<file path="config.mk">
export PLATFORM = sky130hd
export DESIGN_NAME = tmr_pwm_core
export DESIGN_NICKNAME = d
export VERILOG_FILES = /design/src/rtl/tmr_pkg.sv /design/src/rtl/tmr_pwm_ch.sv /design/src/rtl/tmr_pwm_core.sv
export SDC_FILE = /design/constraint.sdc
export NUM_CORES = 1
export LEC_CHECK = 0
export ABC_AREA = 1
export ABC_CLOCK_PERIOD_IN_PS = 8520
export CAP_MARGIN = 0
export CORE_ASPECT_RATIO = 0.9
export CORE_UTILIZATION = 45
export DETAILED_ROUTE_END_ITERATION = 12
export PLACE_DENSITY = 0.78
export SYNTH_ARGS = -nofsm -noshare
export SYNTH_HDL_FRONTEND = slang
export SYNTH_SLANG_ARGS = --single-unit
</file>
<file path="constraint.sdc">
create_clock -name PCLK -period 8.52 [get_ports PCLK]
set_input_delay 2.556 -clock PCLK [delete_from_list [all_inputs] [get_ports PCLK]]
set_output_delay 2.556 -clock PCLK [all_outputs]
set_load 0.02 [all_outputs]
</file>
<file path="src/rtl/tmr_pkg.sv">
// Shared types and constants for the timer/PWM core.
package tmr_pkg;

    typedef enum logic [1:0] {
        MODE_UP     = 2'b00,
        MODE_DOWN   = 2'b01,
        MODE_CENTER = 2'b10
    } mode_e;

    typedef enum logic [1:0] {
        ST_IDLE = 2'b00,
        ST_RUN  = 2'b01,
        ST_DONE = 2'b10
    } run_st_e;

    localparam int FLG_UEV    = 0;
    localparam int FLG_FAULT  = 1;
    localparam int FLG_MATCH0 = 2;

endpackage

</file>
<file path="src/rtl/tmr_pwm_ch.sv">
// One PWM channel: shadowed compare, registered compare result, match pulse and
// polarity/fault gating of the output.
module tmr_pwm_ch
    import tmr_pkg::*;
#(
    parameter int WIDTH = 32
) (
    input  logic             PCLK,
    input  logic             PRESET,
    input  logic [WIDTH-1:0] cmp_in,
    input  logic             load,
    input  logic             tick,
    input  logic [WIDTH-1:0] count_next,
    input  logic             running,
    input  logic             fault_q,
    input  logic             pol,
    output logic             pwm,
    output logic             match
);

    logic [WIDTH-1:0] cmp_sh_q, cmp_sh_d;
    logic             raw_q, raw_d;

    always_comb begin
        cmp_sh_d = cmp_sh_q;
        raw_d    = raw_q;
        if (load) begin
            cmp_sh_d = cmp_in;
        end
        // Compare against the count being loaded this tick, so raw lines up with count.
        if (tick) begin
            raw_d = (count_next < cmp_sh_q);
        end
    end

    assign match = tick & (count_next == cmp_sh_q);
    assign pwm   = pol ^ (raw_q & running & ~fault_q);

    always_ff @(posedge PCLK) begin
        if (PRESET) begin
            cmp_sh_q <= '0;
            raw_q    <= 1'b0;
        end else begin
            cmp_sh_q <= cmp_sh_d;
            raw_q    <= raw_d;
        end
    end

endmodule

</file>
<file path="src/rtl/tmr_pwm_core.sv">
// Timer/PWM core: prescaler, up/down/centre counter with shadowed period,
// one-shot sequencing, fault latch, sticky flags and CHANNELS compare channels.
//
// state   | meaning
// --------+------------------------------------------------------------
// ST_IDLE | en low (or first en-high cycle); count preset, shadows track
// ST_RUN  | counting on prescaler ticks
// ST_DONE | one-shot finished; holds until en goes low
module tmr_pwm_core
    import tmr_pkg::*;
#(
    parameter int WIDTH    = 32,
    parameter int CHANNELS = 2,
    parameter int PRE_W    = 16
) (
    input  logic                      PCLK,
    input  logic                      PRESET,
    input  logic                      en,
    input  logic [1:0]                mode,
    input  logic                      one_shot,
    input  logic [PRE_W-1:0]          prescale,
    input  logic [WIDTH-1:0]          period,
    input  logic [CHANNELS*WIDTH-1:0] cmp,
    input  logic [CHANNELS-1:0]       pol,
    input  logic                      fault,
    input  logic                      fault_en,
    input  logic                      fault_clr,
    input  logic [CHANNELS+1:0]       flag_clr,
    output logic [WIDTH-1:0]          count,
    output logic                      dir,
    output logic                      running,
    output logic [CHANNELS-1:0]       pwm,
    output logic [CHANNELS+1:0]       flags
);

    run_st_e              st_q, st_d;
    logic [PRE_W-1:0]     pre_q, pre_d;
    logic [WIDTH-1:0]     count_q, count_d;
    logic                 dir_q, dir_d;
    logic [WIDTH-1:0]     psh_q, psh_d;
    logic                 fault_q, fault_d;
    logic [CHANNELS+1:0]  flags_q, flags_d, flags_set;
    logic [CHANNELS-1:0]  match;
    logic                 tick;
    logic                 uev;
    logic                 fault_set;

    assign running   = (st_q == ST_RUN);
    assign tick      = running & en & (pre_q == prescale);
    assign fault_set = fault & fault_en;

    always_comb begin
        st_d    = st_q;
        pre_d   = pre_q;
        count_d = count_q;
        dir_d   = dir_q;
        psh_d   = psh_q;
        uev     = 1'b0;
        if (!en) begin
            st_d    = ST_IDLE;
            pre_d   = '0;
            dir_d   = 1'b0;
            count_d = (mode == MODE_DOWN) ? period : '0;
            psh_d   = period;
        end else begin
            case (st_q)
                ST_IDLE: st_d = ST_RUN;
                ST_RUN: begin
                    pre_d = tick ? '0 : pre_q + 1'b1;
                    if (tick) begin
                        case (mode)
                            MODE_DOWN: begin
                                if (count_q == '0) begin
                                    count_d = psh_q;
                                    uev     = 1'b1;
                                end else begin
                                    count_d = count_q - 1'b1;
                                end
                            end
                            MODE_CENTER: begin
                                // A zero period degenerates to a UEV on every tick.
                                if (psh_q == '0) begin
                                    count_d = '0;
                                    uev     = 1'b1;
                                end else if (!dir_q) begin
                                    if (count_q == psh_q) begin
                                        dir_d   = 1'b1;
                                        count_d = psh_q - 1'b1;
                                    end else begin
                                        count_d = count_q + 1'b1;
                                    end
                                end else begin
                                    if (count_q == '0) begin
                                        dir_d   = 1'b0;
                                        count_d = WIDTH'(1);
                                        uev     = 1'b1;
                                    end else begin
                                        count_d = count_q - 1'b1;
                                    end
                                end
                            end
                            default: begin
                                if (count_q == psh_q) begin
                                    count_d = '0;
                                    uev     = 1'b1;
                                end else begin
                                    count_d = count_q + 1'b1;
                                end
                            end
                        endcase
                        if (uev) begin
                            psh_d = period;
                            if (one_shot) begin
                                st_d = ST_DONE;
                            end
                        end
                    end
                end
                default: st_d = ST_DONE;
            endcase
        end
    end

    always_comb begin
        fault_d = fault_q;
        if (fault_set) begin
            fault_d = 1'b1;
        end else if (fault_clr && !fault) begin
            fault_d = 1'b0;
        end
        flags_set                     = '0;
        flags_set[FLG_UEV]            = uev;
        flags_set[FLG_FAULT]          = fault_set;
        flags_set[CHANNELS+1:FLG_MATCH0] = match;
        flags_d = (flags_q & ~flag_clr) | flags_set;
    end

    always_ff @(posedge PCLK) begin
        if (PRESET) begin
            st_q    <= ST_IDLE;
            pre_q   <= '0;
            count_q <= '0;
            dir_q   <= 1'b0;
            psh_q   <= '0;
            fault_q <= 1'b0;
            flags_q <= '0;
        end else begin
            st_q    <= st_d;
            pre_q   <= pre_d;
            count_q <= count_d;
            dir_q   <= dir_d;
            psh_q   <= psh_d;
            fault_q <= fault_d;
            flags_q <= flags_d;
        end
    end

    for (genvar i = 0; i < CHANNELS; i++) begin : g_ch
        tmr_pwm_ch #(
            .WIDTH(WIDTH)
        ) u_ch (
            .PCLK      (PCLK),
            .PRESET    (PRESET),
            .cmp_in    (cmp[i*WIDTH +: WIDTH]),
            .load      (~en | uev),
            .tick      (tick),
            .count_next(count_d),
            .running   (running),
            .fault_q   (fault_q),
            .pol       (pol[i]),
            .pwm       (pwm[i]),
            .match     (match[i])
        );
    end

    assign count = count_q;
    assign dir   = dir_q;
    assign flags = flags_q;

endmodule

</file>
==> flow_metrics.tcl <==
set metrics [dict create \
    syn-instance-count 2310 \
    crit_arrival_ns 6.96 \
    period_needed_ns 6.600 \
    fin_setup_tns_ns 0 \
    nets 2597 \
    fillerInstances 3041 \
    core_area_um2 29160 \
    powerDensity_nw_per_um2 142.5 \
    fp.dieH_um 166.1 \
    utilization 0.5438 \
    port_buffers 166 \
    multi_input_area_um2 8807 \
    cts_tree "done" \
    hold_class "reg2reg" \
    crit_fanout 39 \
    synth.cell_area_um2 13470 \
    vias 15720 \
    cts_clk_pin_slew_worst_paths_ns 0.07 \
    timing.max_cap.violations 0 \
    report.final.slew_viol_count 0 \
    num_io_pins 167 \
    criticalPathCategory "in2reg" \
    route.detailed.drc 0 \
    power_w 0.002260 \
    syn_to_final_growth_pct 17.77 \
    yosysSeqAreaShare 0.2290 \
    die_area_um2 30620 \
    finalHoldViolCount 0 \
    finalWeightedCongestion 1.018 \
    ctsRootBufferMaster "clkbuf_16" \
    outcome "completed" \
    synth_area_in_xor_xnor 0.05984 \
    numClockSinks 154 \
    routedWlPerCell_um 20.37 \
    grt_usage 0.3750 \
    report.final.setup_viol 0 \
    netlist-cell-type-count 53 \
    max_slew.worst_pin.slew_ns 1.244 \
    main_combinational_cell_family_by_area_after_synthesis "simple AND/OR/NAND/NOR gates" \
    postSynthAreaPerCell_um2 5.829 \
    post-route-period-util 0.7746 \
    drt_iter0_drc 1821 \
    post_cts_setup_buffer_count 0 \
    crit_end_element "flop" \
    synth_simple_gate_area_frac 0.4469 \
    cellLeakagePower_nw 7.487 \
    grt_pass1_wl_mm 86.95 \
    register_area_um2 3083 \
    synth-seq-cells 154 \
    yosys.area_share.adder 0.06504 \
    max_slew_margin_vs_limit 0.1710 \
    setup.worst_path.start_class "input pin" \
    ys.warnings.count 0 \
    h_tree_levels 4 \
    synthFlopType "dfxtp_1" \
    postCtsResizedCells 0 \
    cts.hold.buffers_added 0 \
    unrepaired_setup_endpoints_after_global_routing "no" \
    netlist.top_cell.by_area "dfxtp_1" \
    grt_pass1_vias 14620 \
    post-dp-hpwl_mm 42.25 \
    floorplan.rows 59 \
    start_util 0.4618 \
    vdd_drop_max_uv 126.8 \
    maximum_buffer_depth_of_the_clock_tree 2 \
    final_common_cell "nand2_1" \
    grt_overflow 0 \
    clkLatencyLatePin_ns 0.44 \
    worstPathRequired_ns 8.88 \
    synth.top_cell.area_share 0.2290 \
    finalWirelength_mm 57.21 \
    antenna_violations_before_repair 1 \
    drive_above_1_share 0.04892 \
    synth_fp_nets 2507 \
    synth_enable_flop_cells 0 \
    async_reset_ff_frac 0 \
    synth.top_cells.by_area "dfxtp_1 (23%), nand2_1 (17%), nor2_1 (12%)" \
    route.detailed.vias_per_inst 5.599 \
    layout_common_cells "nand2_1 (604), nor2_1 (435), inv_1 (261)" \
    synth-compound-area-share 0.08158 \
    tritoncts.num_buffers 17 \
    grt_start_max_net_pins 99 \
    diodes 0 \
    synthMuxAreaShare 0 \
    dieWidth_um 184.3 \
    final_antenna_net_count 0 \
    firstDrtPassIters 5 \
    final.setup_skew_ns 0.01551 \
    fmaxAchievable_mhz 151.5 \
]
==> stage by stage <==
stage / instance area [um2] / instances / setup WS, ns / hold WS, ns
after global placement: 15260 / 2777 / 1.641 / 0.4543
after global routing: 15860 / 2808 / 1.594 / 0.4977
after detailed placement: 15260 / 2777 / 1.648 / 0.4598
after floorplan: 13470 / 2310 / 3.132 / 0.4504
final: 15860 / 2808 / 1.920 / 0.4734
after CTS: 15860 / 2808 / 2.026 / 0.4753
==> final timing paths <==
check,to,slack [ns],cells past startpoint,from
max,g_ch[0].u_ch.raw_q,1.92,19,mode[0]
min,flags[1],0.47,2,flags[1]
max reg2reg,g_ch[0].u_ch.raw_q,3.24,23,count[0]
min reg2reg,flags[1],0.47,2,flags[1]
==> cell families (layout without fill, tap and decap cells) <==
logic type,after synthesis,count (layout)
and+or+nand+nor,1401,1401
buffers and inverters,390,492
AOI/OAI and AO/OA,203,203
DFF,154,154
xor gates and xnor gates,92,92
adders and majority gates,70,70
==> sequential cells by signal (all words and copies together), names as in the netlist <==
| register | flops |
|---|---|
| g_ch.u_ch.cmp_sh_q | 64 |
| count | 32 |
| psh_q | 32 |
| pre_q | 16 |
| flags | 4 |
| g_ch.u_ch.raw_q | 2 |
| st_q | 2 |
| dir | 1 |
| fault_q | 1 |
==> metal layers <==
metal	wire [um]	share of wire	global-route usage	up-vias
met3	6351	0.11	0.07807	143
met4	1833	0.032	0.1250	2
met1	24950	0.44	0.5394	7157
met2	24050	0.42	0.5505	956
met5	19	0.00033	0	-
li1	-	-	-	7464
==> final cells by class <==
class / instances / share of cell area
multi-input cells: 1766 / 0.5554
flip-flops and latches: 154 / 0.1944
repair buffers: 187 / 0.1161
inverters: 274 / 0.06494
well taps: 396 / 0.03125
clock buffers: 18 / 0.02769
clock inverters: 13 / 0.01018
==> power by group <==
group	switching (W)	internal [W]	total (W)
combinational	0.000396	0.000231	0.000627
sequential	0.0000493	0.000759	0.000808
clock	0.000376	0.000449	0.000825
total	0.000821	0.00144	0.00226
==> Yosys cell counts (7+ instances only) <==
| cell type | instances |
|---|---|
| inv_1 | 261 |
| nand4_1 | 38 |
| o21ai_0 | 54 |
| buf_2 | 35 |
| nor2_2 | 12 |
| nand2_1 | 604 |
| dfxtp_1 | 154 |
| nand3b_1 | 7 |
| inv_2 | 11 |
| ha_1 | 70 |
| clkbuf_1 | 57 |
| nand3_2 | 19 |
| nor3b_1 | 8 |
| buf_1 | 8 |
| a21oi_1 | 118 |
| nand3_1 | 209 |
| xor2_1 | 63 |
| nor3_1 | 39 |
| xnor2_1 | 29 |
| nor2_1 | 436 |
| buf_4 | 10 |
==> critical path: stages <==
cell and delay, ns:
clkdlybuf4s50_1 0.48, inv_1 0.05, ha_1 0.26, buf_4 0.31, clkinv_1 0.57, buf_12 0.39
o31ai_1 0.27, inv_1 0.06, nand2_1 0.07, nand2_1 0.07, nand2_1 0.16, ha_1 0.30
a21oi_1 0.17, o21ai_0 0.12, nand2_1 0.10, nand3_1 0.08, a2111oi_0 0.58, o21ai_0 0.18
a21oi_1 0.15
Power figures use the tool's default switching activity.
